## src/rtl/gpioemu_master.sv

```systemverilog
// gpioemu_master: runs one job per command against a strobed peripheral.
// Each job writes two operands and a start word, polls status, then reads the result and the ones count.
`default_nettype none

module gpioemu_master #(
  parameter logic [15:0] ADDR_A1    = 16'h037F,
  parameter logic [15:0] ADDR_A2    = 16'h0388,
  parameter logic [15:0] ADDR_CTRL  = 16'h03A0,
  parameter logic [15:0] ADDR_W     = 16'h0390,
  parameter logic [15:0] ADDR_L     = 16'h0398,
  parameter int          STROBE_LEN = 2,
  parameter int          POLL_LIMIT = 256
) (
  input  logic        clk,
  input  logic        reset,
  input  logic        cmd_valid,
  output logic        cmd_ready,
  input  logic [23:0] cmd_a1,
  input  logic [23:0] cmd_a2,
  output logic        rsp_valid,
  input  logic        rsp_ready,
  output logic [31:0] rsp_w,
  output logic [23:0] rsp_l,
  output logic        rsp_err,
  output logic [15:0] saddress,
  output logic        srd,
  output logic        swr,
  output logic [31:0] sdata_out,
  input  logic [31:0] sdata_in,
  output logic        busy
);

  typedef enum logic [2:0] {
    IDLE  = 3'd0,
    WR_A1 = 3'd1,
    WR_A2 = 3'd2,
    WR_GO = 3'd3,
    POLL  = 3'd4,
    RD_W  = 3'd5,
    RD_L  = 3'd6,
    RESP  = 3'd7
  } state_t;

  typedef enum logic [1:0] {
    PH_SETUP  = 2'd0,
    PH_STROBE = 2'd1,
    PH_HOLD   = 2'd2
  } phase_t;

  localparam logic [3:0]  STROBE_LAST = 4'(STROBE_LEN - 1);
  localparam logic [15:0] POLL_MAX    = 16'(POLL_LIMIT);

  state_t      state, state_n;
  phase_t      phase, phase_n;
  logic [3:0]  scnt, scnt_n;
  logic [15:0] poll_cnt, poll_n, poll_inc;
  logic [23:0] a1_q, a1_n, a2_q, a2_n;
  logic [31:0] rsp_w_n;
  logic [23:0] rsp_l_n;
  logic        rsp_err_n;
  logic [15:0] saddress_n;
  logic [31:0] sdata_out_n;
  logic        srd_n, swr_n;
  logic        is_rd_n, is_wr_n;

  assign cmd_ready = (state == IDLE);
  assign rsp_valid = (state == RESP);
  assign busy      = (state != IDLE);
  assign poll_inc  = poll_cnt + 16'd1;

  always_comb begin
    state_n     = state;
    phase_n     = phase;
    scnt_n      = scnt;
    poll_n      = poll_cnt;
    a1_n        = a1_q;
    a2_n        = a2_q;
    rsp_w_n     = rsp_w;
    rsp_l_n     = rsp_l;
    rsp_err_n   = rsp_err;
    saddress_n  = saddress;
    sdata_out_n = sdata_out;

    case (state)
      IDLE: begin
        if (cmd_valid) begin
          a1_n    = cmd_a1;
          a2_n    = cmd_a2;
          state_n = WR_A1;
          phase_n = PH_SETUP;
          scnt_n  = 4'd0;
        end
      end
      RESP: begin
        if (rsp_ready) state_n = IDLE;
      end
      default: begin
        case (phase)
          PH_SETUP: begin
            phase_n = PH_STROBE;
            scnt_n  = 4'd0;
          end
          PH_STROBE: begin
            if (scnt == STROBE_LAST) phase_n = PH_HOLD;
            else                     scnt_n  = scnt + 4'd1;
          end
          PH_HOLD: begin
            phase_n = PH_SETUP;
            case (state)
              WR_A1: state_n = WR_A2;
              WR_A2: state_n = WR_GO;
              WR_GO: begin
                state_n = POLL;
                poll_n  = 16'd0;
              end
              POLL: begin
                poll_n = poll_inc;
                if (sdata_in[1:0] == 2'b11) begin
                  state_n = RD_W;
                end else if (poll_inc == POLL_MAX) begin
                  state_n   = RESP;
                  rsp_w_n   = 32'd0;
                  rsp_l_n   = 24'd0;
                  rsp_err_n = 1'b1;
                end
              end
              RD_W: begin
                rsp_w_n = sdata_in;
                state_n = RD_L;
              end
              RD_L: begin
                rsp_l_n   = sdata_in[23:0];
                rsp_err_n = 1'b0;
                state_n   = RESP;
              end
              default: state_n = IDLE;
            endcase
          end
          default: phase_n = PH_SETUP;
        endcase
      end
    endcase

    is_rd_n = (state_n == POLL) || (state_n == RD_W) || (state_n == RD_L);
    is_wr_n = (state_n == WR_A1) || (state_n == WR_A2) || (state_n == WR_GO);

    // Address/data only ever load on entry to a SETUP cycle, so they hold through STROBE and HOLD.
    if (phase_n == PH_SETUP && (is_rd_n || is_wr_n)) begin
      case (state_n)
        WR_A1: begin saddress_n = ADDR_A1;   sdata_out_n = {8'h00, a1_n}; end
        WR_A2: begin saddress_n = ADDR_A2;   sdata_out_n = {8'h00, a2_n}; end
        WR_GO: begin saddress_n = ADDR_CTRL; sdata_out_n = 32'h1;         end
        POLL:  begin saddress_n = ADDR_CTRL; sdata_out_n = 32'h0;         end
        RD_W:  begin saddress_n = ADDR_W;    sdata_out_n = 32'h0;         end
        RD_L:  begin saddress_n = ADDR_L;    sdata_out_n = 32'h0;         end
        default: begin
          saddress_n  = saddress;
          sdata_out_n = sdata_out;
        end
      endcase
    end

    srd_n = (phase_n == PH_STROBE) && is_rd_n;
    swr_n = (phase_n == PH_STROBE) && is_wr_n;
  end

  always_ff @(posedge clk) begin
    if (reset) begin
      state     <= IDLE;
      phase     <= PH_SETUP;
      scnt      <= 4'd0;
      poll_cnt  <= 16'd0;
      a1_q      <= 24'd0;
      a2_q      <= 24'd0;
      rsp_w     <= 32'd0;
      rsp_l     <= 24'd0;
      rsp_err   <= 1'b0;
      saddress  <= 16'd0;
      sdata_out <= 32'd0;
      srd       <= 1'b0;
      swr       <= 1'b0;
    end else begin
      state     <= state_n;
      phase     <= phase_n;
      scnt      <= scnt_n;
      poll_cnt  <= poll_n;
      a1_q      <= a1_n;
      a2_q      <= a2_n;
      rsp_w     <= rsp_w_n;
      rsp_l     <= rsp_l_n;
      rsp_err   <= rsp_err_n;
      saddress  <= saddress_n;
      sdata_out <= sdata_out_n;
      srd       <= srd_n;
      swr       <= swr_n;
    end
  end

endmodule

`default_nettype wire

```

## config.mk

```make
export PLATFORM = sky130hd
export DESIGN_NAME = gpioemu_master
export DESIGN_NICKNAME = d
export VERILOG_FILES = /design/src/rtl/gpioemu_master.sv
export SDC_FILE = /design/constraint.sdc
export NUM_CORES = 1
export LEC_CHECK = 0
export BUFFER_PORTS_ARGS = -buffer_cell sky130_fd_sc_hd__buf_2
export CELL_PAD_IN_SITES_DETAIL_PLACEMENT = 1
export CELL_PAD_IN_SITES_GLOBAL_PLACEMENT = 1
export CORE_MARGIN = 3
export CORE_UTILIZATION = 31
export CTS_BUF_LIST = sky130_fd_sc_hd__clkbuf_16
export DETAILED_ROUTE_END_ITERATION = 6
export PLACE_DENSITY = 0.69
export SYNTH_ARGS = -nofsm -noshare
export SYNTH_HDL_FRONTEND = slang
export SYNTH_SLANG_ARGS = --single-unit
```

## constraint.sdc

```tcl
create_clock -name clk -period 7.1 [get_ports clk]
set_input_delay 1.065 -clock clk [delete_from_list [all_inputs] [get_ports clk]]
set_output_delay 1.065 -clock clk [all_outputs]
set_load 0.05 [all_outputs]
```

==> impl_results.md, run 1 <==
* Total count of hold-check failures in the final report at 0
* Instance count of the mapped netlist at 818
* Synth Flop Type: sky130_fd_sc_hd__dfxtp_1
* Signal arrival time at the worst endpoint at 3940 ps
* Delay of the slowest cell on the worst path at 630 ps
* Pin slew with the least headroom to its limit at roughly 1000 ps
* Antenna violations before repair at 0
* Number of max-slew violations in the final report at 0
* Required time at the worst-slack endpoint at 7400 ps
* Area of the die at 24,100 sq um
* Cell depth of the worst hold path at 2
* Final worst slack at 3460 ps
* Clock tree from TritonCTS: built
* Clock-pin slew on the worst setup and hold paths at 70 ps
* Max Freq at 0.275 GHz
* CTS Buf Count at 17
* Hold Slack at 450 ps
* Utilization after layout at approximately 39%
* Antenna-violating nets left at 0
* Routed wl met3 at 1330 um
* Post-synth cell types at 61
* Kind of end point of the critical path: flop
* Diodes inserted at 0
* Number of cell rows at 54
* Setup repair after global routing missed its margin: false
* Power density over the cells at about 260 nW/um^2
* Largest voltage drop on the vdd net at around 0.15 mV
* Filler cell count in the final layout at 2,692
* Largest net degree at the start of global routing at 85
* Endpoint of the worst register-to-register path: sdata_out[0]
* Detailed-route DRC error count at 0
* Initial standard-cell utilization of the core at between 30% and 40%
* Layout overhead on the synthesized area at 22.2%
* Wire length on met2 at ~9900 um
* Final setup viols at 0
* Setup slack, reg-to-reg at 3460 ps
* Clock net sink count at 162
* Routed len/inst at between 15 and 20 um
* Category of the worst setup path launch point: flop
* Post-detailed-placement half-perimeter wirelength at 14,200 um
* Hold WC Path Type: flop to flop
* Avg Cell Area, Syn at about 8.5 sq um
* Grt total ovfl at 0
* Multi-input gate area at ~3300 sq um
* Initial DRC count at between 200 and 300
* Run status: complete, no violations
* Hold path startpoint: rsp_w[31]
* Number of global-route vias before repair at 6,244
* Placed cells at 1,218
* Ports placed on the boundary at about 190
* Maximum level of the CTS H-tree at 4
* Worst Clk Skew at 18.1 ps
* Weighted congestion reported at the end of routability-driven placement at a little over 0.8
* Clock latency of the later-clocked register in the worst-skew pair at about 430 ps
* Post-CTS Repair Setup Buffers at 0
* Buffers on Ports at 179
* Reg-to-reg critical path startpoint: state[0]
* Final std cells w/o fill at between 1,000 and 1,500
* Most common cell after layout, fill and taps aside: sky130_fd_sc_hd__buf_2
* Worst reg2reg path depth at 9
* Top cell family by delay on the critical path: simple AND/OR/NAND/NOR gates
* Register cell area after layout at 3240 sq um
* Share of synthesized registers carrying an async set or reset at 0%
* Sequential share of the synthesized area at a little under half
* Die extent in x at 155 um
* Worst hold path endpoint: rsp_w[31]
* Class of the most critical setup path: flop to flop
* First-pass DRT Iterations at 7
* Hold-fix buffers, CTS at 0
* Cell with the largest stage delay on the worst path: sky130_fd_sc_hd__dfxtp_2
* Placement Setup Slack at 3420 ps
* Via count at 6,317
* Wire length of the first global-routing pass at 33,200 um
* Number of resized instances in the post-cts repair step at 0
* Sum of routed wire segments on met1 at 9500 um
* Total track usage at between 10% and 20%
* Highest layer used for signal routing: met4
* Worst slew margin relative to its limit at 33.7%
* Core area at 21,900 sq um
* Number of enable-type register cells in the synthesized netlist at 0
* Top fanout value on the critical path at 52
* Static power due to leakage at between 3 and 4 nW
* Detailed-route vias per instance at 5.05
* Maximum Capacitance Violations at 0
* Share of layout cells above drive strength 1 at 25.5%
* Clock period minus worst slack at 3640 ps
* DIE HEIGHT at between 150 and 200 um
* Count of warnings emitted by yosys at 0
* Share of the cycle needed by the critical path after routing at 51.2%
* Cells traversed along the worst timing path: or3_4, inv_2, nand2_1, o21ai_2, o21ai_1, a31oi_4, buf_4, nor3b_1, a311o_1
* Worst Path Buf+Inv at 2
* Post-synthesis instance area at 6920 sq um
* Cell at the root of the clock tree: sky130_fd_sc_hd__clkbuf_16
* Most frequent cells in the layout: 178 x sky130_fd_sc_hd__buf_2, 161 x sky130_fd_sc_hd__dfxtp_1, 113 x sky130_fd_sc_hd__nor2_1, 108 x sky130_fd_sc_hd__nand2_1, 99 x sky130_fd_sc_hd__a21oi_1
* #FFs+latches synth at 162
* Post-Route WL at 20,900 um
* Number of nets in the finished design at ~1,000
* Setup TNS at 0 ps
* Clock buffer depth at 2
## registers in the layout (all words and copies together), names as in the netlist
register / flops
saddress: 6
sdata_out: 24
scnt: 4
a2_q: 24
state: 3
phase: 2
poll_cnt: 16
a1_q: 24
rsp_w: 32
rsp_err: 1
srd: 1
swr: 1
rsp_l: 24
## routing by layer
metal | vias to the layer above | track usage, %
met5 | - | 0
met4 | 0 | 4.25
met3 | 14 | 5.34
met2 | 140 | 28.0
met1 | 3050 | 21.4
li1 | 3113 | -
## logic make-up after synthesis
kind of cell	count (synthesis)	synth area share, %
xor gates and xnor gates	7	0.887
adders and majority gates	3	0.543
buffers and inverters	84	6.10
other	1	0.0542
DFF	162	46.9
AOI/OAI and AO/OA	214	21.0
and+or+nand+nor	324	21.2
muxes	23	3.33
## power by group
part,switching (mW),internal [mW]
registers,0.0333,0.952
clock network,0.396,0.487
logic,0.242,0.0918
## synth_stat cells (all sizes together) (3+ instances only)
library cell / instances / area share [%]
nand4: 8 / 0.72
and3: 3 / 0.27
a22oi: 6 / 0.65
xor2: 3 / 0.38
xnor2: 4 / 0.51
a311oi: 4 / 0.51
o21a: 4 / 0.43
nor3: 6 / 0.43
or3: 5 / 0.52
dfxtp: 162 / 47
nand3b: 4 / 0.43
and2: 8 / 0.72
buf: 38 / 3.6
a21oi: 99 / 7.2
nand2b: 6 / 0.54
a211oi: 28 / 3.7
o21bai: 4 / 0.43
a31oi: 7 / 0.85
clkbuf: 43 / 2.4
nor2: 115 / 6.3
nand2: 108 / 5.9
nor3b: 6 / 0.72
inv: 3 / 0.16
ha: 3 / 0.54
mux2i: 23 / 3.3
o21ai: 19 / 1.4
a221oi: 3 / 0.47
nand3: 43 / 3.3
a22o: 24 / 3.0
nor4: 5 / 0.54
o211ai: 5 / 0.62
## worst reg2reg max path: stages, from the launching register on
cell and delay [ps]:
sky130_fd_sc_hd__dfxtp_2 630, sky130_fd_sc_hd__or3_4 490, sky130_fd_sc_hd__inv_2 120, sky130_fd_sc_hd__nand2_1 580, sky130_fd_sc_hd__o21ai_2 400, sky130_fd_sc_hd__o21ai_1 200, sky130_fd_sc_hd__a31oi_4 170, sky130_fd_sc_hd__buf_4 500
sky130_fd_sc_hd__nor3b_1 110, sky130_fd_sc_hd__a311o_1 340
## per-stage QoR
| stage | instance area, sq um | total power [mW] |
|---|---|---|
| after floorplan | 6960 | 1.26 |
| after global placement | 7890 | 1.34 |
| after detailed placement | 7890 | 1.34 |
| after CTS | 8450 | 2.23 |
| after global routing | 8450 | 2.30 |
| final | 8450 | 2.20 |
## worst max path at each step
stage / startpoint / slack, ps / endpoint / cells after the start
floorplan: sdata_in[1] / 4480 / sdata_out[10] / 8
global placement: state[0] / 3470 / sdata_out[0] / 9
detailed placement: state[0] / 3420 / sdata_out[0] / 9
CTS: state[0] / 3390 / sdata_out[0] / 9
global route: state[0] / 3100 / sdata_out[0] / 9
finish: state[0] / 3460 / sdata_out[0] / 9
## final cells by class
type                    instances  share of cell area (%)
flip-flops and latches        162                    38.4
repair buffers                188                    11.4
clock buffers                  17                    5.03
multi-input cells             585                    39.3
clock inverters                15                    1.60
well taps                     280                    4.15
inverters                       3                   0.133
Note: power is estimated with default switching activity, not from simulation.
==> inputs of run 2 (changes only) <==
==> constraint.sdc (replaced) <==
create_clock -name clk -period 3.35 [get_ports clk]
set_input_delay 0.5025 -clock clk [delete_from_list [all_inputs] [get_ports clk]]
set_output_delay 0.5025 -clock clk [all_outputs]
set_load 0.05 [all_outputs]
==> run 2 against run 1 <==
- worst hold slack worse by 150 ps
- setup slack worse by 3100 ps
- power up 120%
- count of clock-buffer cells in the layout unchanged
- design area up 1.3%
- sequential cell count unchanged
- fmax up 20%
- sequential power up 110%
- clock power up 130%
- register-to-register slack worse by 3100 ps
- critical path type unchanged
- largest power group unchanged
- highest routed layer unchanged
==> impl_results.md, run 2 (synthesis results as in run 1) <==
* Portion of total power attributed to sequential cells at 42.9% (was 44.8%)
* Number of nets in the finished design at 1,051 (was 1,044)
* Weighted congestion reported at the end of routability-driven placement at 0.851 (was 0.805)
* Die extent in x at 155 um (unchanged)
* Net switching power figure at 1.52 mW (was 671 uW)
* Part of the power in the clock network at 41.8% (was 40.1%)
* Share of the cycle needed by the critical path after routing at 90.6% (was 51.2%)
* DIE HEIGHT at 155 um (unchanged)
* Largest Register: rsp_w (unchanged)
* Diodes inserted at 0 (unchanged)
* Buffers on Ports at 179 (unchanged)
* Worst slew margin relative to its limit at 49.5% (was 33.7%)
* Cell at the root of the clock tree: sky130_fd_sc_hd__clkbuf_16 (unchanged)
* Routed len/inst at 16.9 um (was 16.7 um)
* Total track usage at 17.6% (was 16.9%)
* Category of the worst setup path launch point: flop (unchanged)
* Final setup viols at 0 (unchanged)
* Share of layout cells above drive strength 1 at 26.3% (was 25.5%)
* Antenna violations before repair at 0 (unchanged)
* Max Freq at 0.330 GHz (was 0.275 GHz)
* Utilization after layout at 39.1% (was 38.6%)
* Most frequent cells in the layout: 178 x sky130_fd_sc_hd__buf_2, 161 x sky130_fd_sc_hd__dfxtp_1, 113 x sky130_fd_sc_hd__nor2_1, 108 x sky130_fd_sc_hd__nand2_1, 99 x sky130_fd_sc_hd__a21oi_1 (unchanged)
* Clock-pin slew on the worst setup and hold paths at 80 ps (was 70 ps)
* Ports placed on the boundary at 194 (unchanged)
* First-pass DRT Iterations at 4 (was 7)
* Clock period minus worst slack at 3030 ps (was 3640 ps)
* Setup repair after global routing missed its margin: false (unchanged)
* Kind of end point of the critical path: flop (unchanged)
* Area of the die at 24,100 sq um (unchanged)
* Internal power summed over all cells at 3.29 mW (was 1.53 mW)
* Worst Clk Skew at 23.8 ps (was 18.1 ps)
* Post-CTS Repair Setup Buffers at 0 (unchanged)
* Detailed-route vias per instance at 5.08 (was 5.05)
* Grt total ovfl at 0 (unchanged)
* Hold WC Path Type: primary input to flop (was flop to flop)
* Delay of the slowest cell on the worst path at 560 ps (was 630 ps)
* Cell with the largest stage delay on the worst path: sky130_fd_sc_hd__nor2_2 (was sky130_fd_sc_hd__dfxtp_2)
* Clock buffer depth at 2 (unchanged)
* Pin slew with the least headroom to its limit at 750 ps (was 995 ps)
* Hold-fix buffers, CTS at 0 (unchanged)
* Initial standard-cell utilization of the core at 31.6% (unchanged)
* Clock net sink count at 162 (unchanged)
* Cells traversed along the worst timing path: ha_1, nand3_2, o21ai_0, a22oi_1, o211ai_1, nor4b_2, o21a_1, nor2_2, buf_4, a22o_1 (was or3_4, inv_2, nand2_1, o21ai_2, o21ai_1, a31oi_4, buf_4, nor3b_1, a311o_1)
* Required time at the worst-slack endpoint at 3720 ps (was 7400 ps)
* Number of global-route vias before repair at 6,500 (was 6,244)
* Wire length of the first global-routing pass at 34,700 um (was 33,200 um)
* Top cell family by delay on the critical path: compound AO/OA/AOI/OAI gates (was simple AND/OR/NAND/NOR gates)
* Largest net degree at the start of global routing at 56 (was 85)
* Worst Path Buf+Inv at 1 (was 2)
* Clock latency of the later-clocked register in the worst-skew pair at 440 ps (was 430 ps)
* CTS Buf Count at 17 (unchanged)
* Filler cell count in the final layout at 2,724 (was 2,692)
* Via count at 6,382 (was 6,317)
* Setup slack, reg-to-reg at 320 ps (was 3460 ps)
* Maximum Capacitance Violations at 0 (unchanged)
* Power density over the cells at 562 nW/um^2 (was 261 nW/um^2)
* Signal arrival time at the worst endpoint at 3410 ps (was 3940 ps)
* Number of cell rows at 54 (unchanged)
* Number of max-slew violations in the final report at 0 (unchanged)
* Setup TNS at 0 ps (unchanged)
* Initial DRC count at 332 (was 269)
* Largest voltage drop on the vdd net at 0.301 mV (was 0.152 mV)
* Combinational share of power at 15.3% (was 15.1%)
* Static power due to leakage at 3.52 nW (was 3.46 nW)
* Largest register FFs at 32 (unchanged)
* Post-detailed-placement half-perimeter wirelength at 14,500 um (was 14,200 um)
* Number of resized instances in the post-cts repair step at 0 (unchanged)
* Class of the most critical setup path: flop to flop (unchanged)
* Run status: complete, no violations (unchanged)
* Core area at 21,900 sq um (unchanged)
* Most common cell after layout, fill and taps aside: sky130_fd_sc_hd__buf_2 (unchanged)
* Switching power as a share of total power at 31.6% (was 30.5%)
* Layout overhead on the synthesized area at 23.8% (was 22.2%)
* Post-Route WL at 21,200 um (was 20,900 um)
* Antenna-violating nets left at 0 (unchanged)
* Detailed-route DRC error count at 0 (unchanged)
* Maximum level of the CTS H-tree at 4 (unchanged)
* Total count of hold-check failures in the final report at 0 (unchanged)
* Clock tree from TritonCTS: built (unchanged)
* Top fanout value on the critical path at 15 (was 52)
-- run 2: cell count changes in the layout (fill, tap and decap cells not counted), sizes merged --
cell      delta
buf          +7
clkinv       +2
clkinvlp     -3
inv          +1
-- run 2: stage by stage --
stage	total power, mW	setup slack, ps	hold slack [ps]	instances	instance area (sq um)
2_1_floorplan	2.67	839	437	831	6960
3_3_place_gp	2.84	420	435	1225	7960
3_5_place_dp	2.86	318	443	1225	7960
4_1_cts	4.87	291	287	1257	8560
5_1_grt	5.03	58.0	291	1257	8560
6_report	4.81	316	299	1257	8560
-- run 2: path summary, 6_finish.rpt --
path / from / endpoint / depth (start not counted)
setup reg to reg: poll_cnt[0] / rsp_l[21] / 10
setup / recovery: poll_cnt[0] / rsp_l[21] / 10
hold / removal: cmd_a2[8] / a2_q[8] / 3
hold reg to reg: rsp_w[19] / rsp_w[19] / 2
-- run 2: worst register-to-register path, stage by stage (launching register included) --
cell and delay (ps):
sky130_fd_sc_hd__dfxtp_1 410, sky130_fd_sc_hd__ha_1 270, sky130_fd_sc_hd__nand3_2 180, sky130_fd_sc_hd__o21ai_0 210, sky130_fd_sc_hd__a22oi_1 140, sky130_fd_sc_hd__o211ai_1 450
sky130_fd_sc_hd__nor4b_2 140, sky130_fd_sc_hd__o21a_1 200, sky130_fd_sc_hd__nor2_2 560, sky130_fd_sc_hd__buf_4 300, sky130_fd_sc_hd__a22o_1 140
-- run 2: layout make-up --
cell class / count / area (sq um) / area share [%]
well taps: 280 / 350 / 4.09
flip-flops and latches: 162 / 3240 / 37.9
clock buffers: 17 / 425 / 4.97
repair buffers: 195 / 1030 / 12.0
multi-input cells: 585 / 3320 / 38.7
inverters: 3 / 11.3 / 0.131
clock inverters: 15 / 184 / 2.15
-- run 2: power by group through the flow --
stage | Sequential, mW | Combinational, mW | Clock, mW
2_1_floorplan | 2.28 | 0.388 | 0
3_3_place_gp | 2.11 | 0.737 | 0
3_5_place_dp | 2.11 | 0.746 | 0
4_1_cts | 2.07 | 0.747 | 2.06
5_1_grt | 2.08 | 0.800 | 2.16
6_report | 2.06 | 0.738 | 2.01
-- run 2: per-layer routing --
metal,global-route usage [%],up-vias,routed length (um)
met3,4.87,20,1270
met2,27.8,158,9730
li1,-,3128,-
met5,0,-,0
met4,4.75,0,269
met1,23.6,3076,9960
==> inputs of run 3 (changes only) <==
--- a/config.mk
+++ b/config.mk
@@ -5,7 +5,7 @@
 export SDC_FILE = /design/constraint.sdc
 export NUM_CORES = 1
 export LEC_CHECK = 0
-export BUFFER_PORTS_ARGS = -buffer_cell sky130_fd_sc_hd__buf_2
+export BUFFER_PORTS_ARGS = -buffer_cell sky130_fd_sc_hd__buf_4
 export CELL_PAD_IN_SITES_DETAIL_PLACEMENT = 1
 export CELL_PAD_IN_SITES_GLOBAL_PLACEMENT = 1
 export CORE_MARGIN = 3
==> run 3 against run 2 <==
- sequential power about the same
- non-clock buffer count down 1
- combinational power up 8.7%
- sequential cell count unchanged
- worst hold slack better by 4.6 ps
- sequential share of layout area down 1.8 points
- largest cell class unchanged
- design area up 5.1%
- via count down 0.89%
- power about the same
- core utilization up 2.0 points
- critical path type unchanged
- fmax up 1.2%
- die area unchanged
==> impl_results.md, run 3 (synthesis results as in run 1) <==
* Run status: complete, no violations (unchanged)
* Total count of hold-check failures in the final report at 0 (unchanged)
* Post-CTS Repair Setup Buffers at 0 (unchanged)
* Largest voltage drop on the vdd net at 0.373 mV (was 0.301 mV)
* Launching element of the worst setup path: poll_cnt[0] (unchanged)
* Post-detailed-placement half-perimeter wirelength at 14,700 um (was 14,500 um)
* Clock tree from TritonCTS: built (unchanged)
* Required time at the worst-slack endpoint at 3670 ps (was 3720 ps)
* Diodes inserted at 0 (unchanged)
* Instance area after placement at 8410 sq um (was 7960 sq um)
* Post-Layout Inst Area at 9000 sq um (was 8560 sq um)
* Antenna violations before repair at 0 (unchanged)
* Sum of routed wire segments on met1 at 9840 um (was 9960 um)
* Layout overhead on the synthesized area at 30.2% (was 23.8%)
* Number of nets in the finished design at 1,050 (was 1,051)
* Reg-to-reg critical path startpoint: poll_cnt[0] (unchanged)
* Initial standard-cell utilization of the core at 31.6% (unchanged)
* Number of global-route vias before repair at 6,348 (was 6,500)
* Top fanout value on the critical path at 15 (unchanged)
* Clock buffer depth at 2 (unchanged)
* Largest Register: rsp_w (unchanged)
* Clock period minus worst slack at 3000 ps (was 3030 ps)
* Clock latency of the later-clocked register in the worst-skew pair at 430 ps (was 440 ps)
* Via count at 6,325 (was 6,382)
* Power density over the cells at 535 nW/um^2 (was 562 nW/um^2)
* Wire length of the first global-routing pass at 33,600 um (was 34,700 um)
* Termination of the worst setup path: rsp_l[22] (was rsp_l[21])
* Highest layer used for signal routing: met4 (unchanged)
* Setup repair after global routing missed its margin: false (unchanged)
* Cell at the root of the clock tree: sky130_fd_sc_hd__clkbuf_16 (unchanged)
* Antenna-violating nets left at 0 (unchanged)
* Core area at 21,900 sq um (unchanged)
* Wire length on met2 at 9630 um (was 9730 um)
* Hold Slack at 303 ps (was 299 ps)
* Category of the worst setup path launch point: flop (unchanged)
* Weighted congestion reported at the end of routability-driven placement at 0.847 (was 0.851)
* Worst slew margin relative to its limit at 50.0% (was 49.5%)
* Number of cell rows at 54 (unchanged)
* Signal arrival time at the worst endpoint at 3320 ps (was 3410 ps)
* Hold WC Path Type: primary input to flop (unchanged)
* DIE HEIGHT at 155 um (unchanged)
* Pin slew with the least headroom to its limit at 743 ps (was 750 ps)
* Placement Setup Slack at 347 ps (was 318 ps)
* Number of resized instances in the post-cts repair step at 0 (unchanged)
* Largest register FFs at 32 (unchanged)
* Most common cell after layout, fill and taps aside: sky130_fd_sc_hd__buf_4 (was sky130_fd_sc_hd__buf_2)
* Clock-pin slew on the worst setup and hold paths at 80 ps (about the same)
* Maximum level of the CTS H-tree at 4 (unchanged)
* Area of the die at 24,100 sq um (unchanged)
* Static power due to leakage at 3.59 nW (was 3.52 nW)
* Endpoint of the worst register-to-register path: rsp_l[22] (was rsp_l[21])
* Worst Clk Skew at 15.7 ps (was 23.8 ps)
* First-pass DRT Iterations at 4 (unchanged)
* Hold-fix buffers, CTS at 0 (unchanged)
* Share of layout cells above drive strength 1 at 26.2% (was 26.3%)
* Detailed-route vias per instance at 5.04 (was 5.08)
* Grt total ovfl at 0 (unchanged)
* Share of the cycle needed by the critical path after routing at 89.5% (was 90.6%)
* Routed wl met3 at 1370 um (was 1270 um)
* Worst reg2reg path depth at 10 (unchanged)
* Clock net sink count at 162 (unchanged)
* Total track usage at 17.2% (was 17.6%)
* Detailed-route DRC error count at 0 (unchanged)
* Final worst slack at 351 ps (was 316 ps)
* Ports placed on the boundary at 194 (unchanged)
* Initial DRC count at 293 (was 332)
* Final std cells w/o fill at 1,256 (was 1,257)
* CTS Buf Count at 17 (unchanged)
* Class of the most critical setup path: flop to flop (unchanged)
* Largest net degree at the start of global routing at 83 (was 56)
* Most frequent cells in the layout: 192 x sky130_fd_sc_hd__buf_4, 161 x sky130_fd_sc_hd__dfxtp_1, 113 x sky130_fd_sc_hd__nor2_1, 108 x sky130_fd_sc_hd__nand2_1, 99 x sky130_fd_sc_hd__a21oi_1 (was 178 x sky130_fd_sc_hd__buf_2, 161 x sky130_fd_sc_hd__dfxtp_1, 113 x sky130_fd_sc_hd__nor2_1, 108 x sky130_fd_sc_hd__nand2_1, 99 x sky130_fd_sc_hd__a21oi_1)
* Number of max-slew violations in the final report at 0 (unchanged)
* Buffers on Ports at 179 (unchanged)
* Setup TNS at 0 ps (unchanged)
* Setup slack, reg-to-reg at 350 ps (was 320 ps)
* Kind of end point of the critical path: flop (unchanged)
* Post-Route WL at 21,100 um (was 21,200 um)
* Final setup viols at 0 (unchanged)
* Maximum Capacitance Violations at 0 (unchanged)
* Die extent in x at 155 um (unchanged)
* Max Freq at 0.333 GHz (was 0.330 GHz)
* Routed len/inst at 16.8 um (was 16.9 um)
* Placed cells at 1,224 (was 1,225)
-- run 3: changes by cell type in the layout (fill, tap and decap cells not counted), sizes merged --
| cell | before | now |
|---|---|---|
| inv | 10 | 8 |
| clkinv | 6 | 8 |
| bufinv | 1 | 0 |
| buf | 195 | 194 |
| clkinvlp | 1 | 2 |
-- run 3: area by class of cell --
type | instances | area [sq um]
tap | 280 | 350
inverter | 3 | 11.3
timing repair buffer | 194 | 1480
multi-input combinational | 585 | 3320
clock buffer | 17 | 425
fill | 2616 | 12900
clock inverter | 15 | 170
sequential | 162 | 3240
-- run 3: how the worst min path moves through the flow --
stage	endpoint	startpoint	slack, ps	cells after the start
2_1_floorplan	a2_q[0]	a2_q[0]	440	2
3_3_place_gp	rsp_w[9]	rsp_w[9]	440	2
3_5_place_dp	rsp_w[14]	rsp_w[14]	450	2
4_1_cts	rsp_l[23]	sdata_in[23]	280	2
5_1_grt	rsp_l[23]	sdata_in[23]	290	2
6_report	rsp_l[19]	sdata_in[19]	300	2
-- run 3: metrics by stage --
stage / power (mW) / util (%)
after global routing: 5.02 / 41.1
after global placement: 2.91 / 38.4
final: 4.81 / 41.1
after detailed placement: 2.92 / 38.4
after CTS: 4.88 / 41.1
after floorplan: 2.67 / -
-- run 3: layer usage --
metal / vias up / track usage [%]
li1: 3125 / -
met1: 3035 / 22.7
met2: 146 / 27.2
met3: 19 / 5.26
met4: 0 / 4.88
met5: - / 0
-- run 3: power breakdown --
part / switching (mW) / internal, mW
logic: 0.535 / 0.266
clock network: 0.943 / 1.00
registers: 0.0524 / 2.02
-- run 3: critical path, cell delays in order (launching register included) --
cell	delay [ps]
sky130_fd_sc_hd__dfxtp_1	400
sky130_fd_sc_hd__ha_1	280
sky130_fd_sc_hd__nand3_2	170
sky130_fd_sc_hd__or3_1	350
sky130_fd_sc_hd__a22oi_1	250
sky130_fd_sc_hd__o211ai_1	240
sky130_fd_sc_hd__nor4b_2	440
sky130_fd_sc_hd__o21a_1	180
sky130_fd_sc_hd__nor2_2	130
sky130_fd_sc_hd__buf_4	260
sky130_fd_sc_hd__a22o_1	180
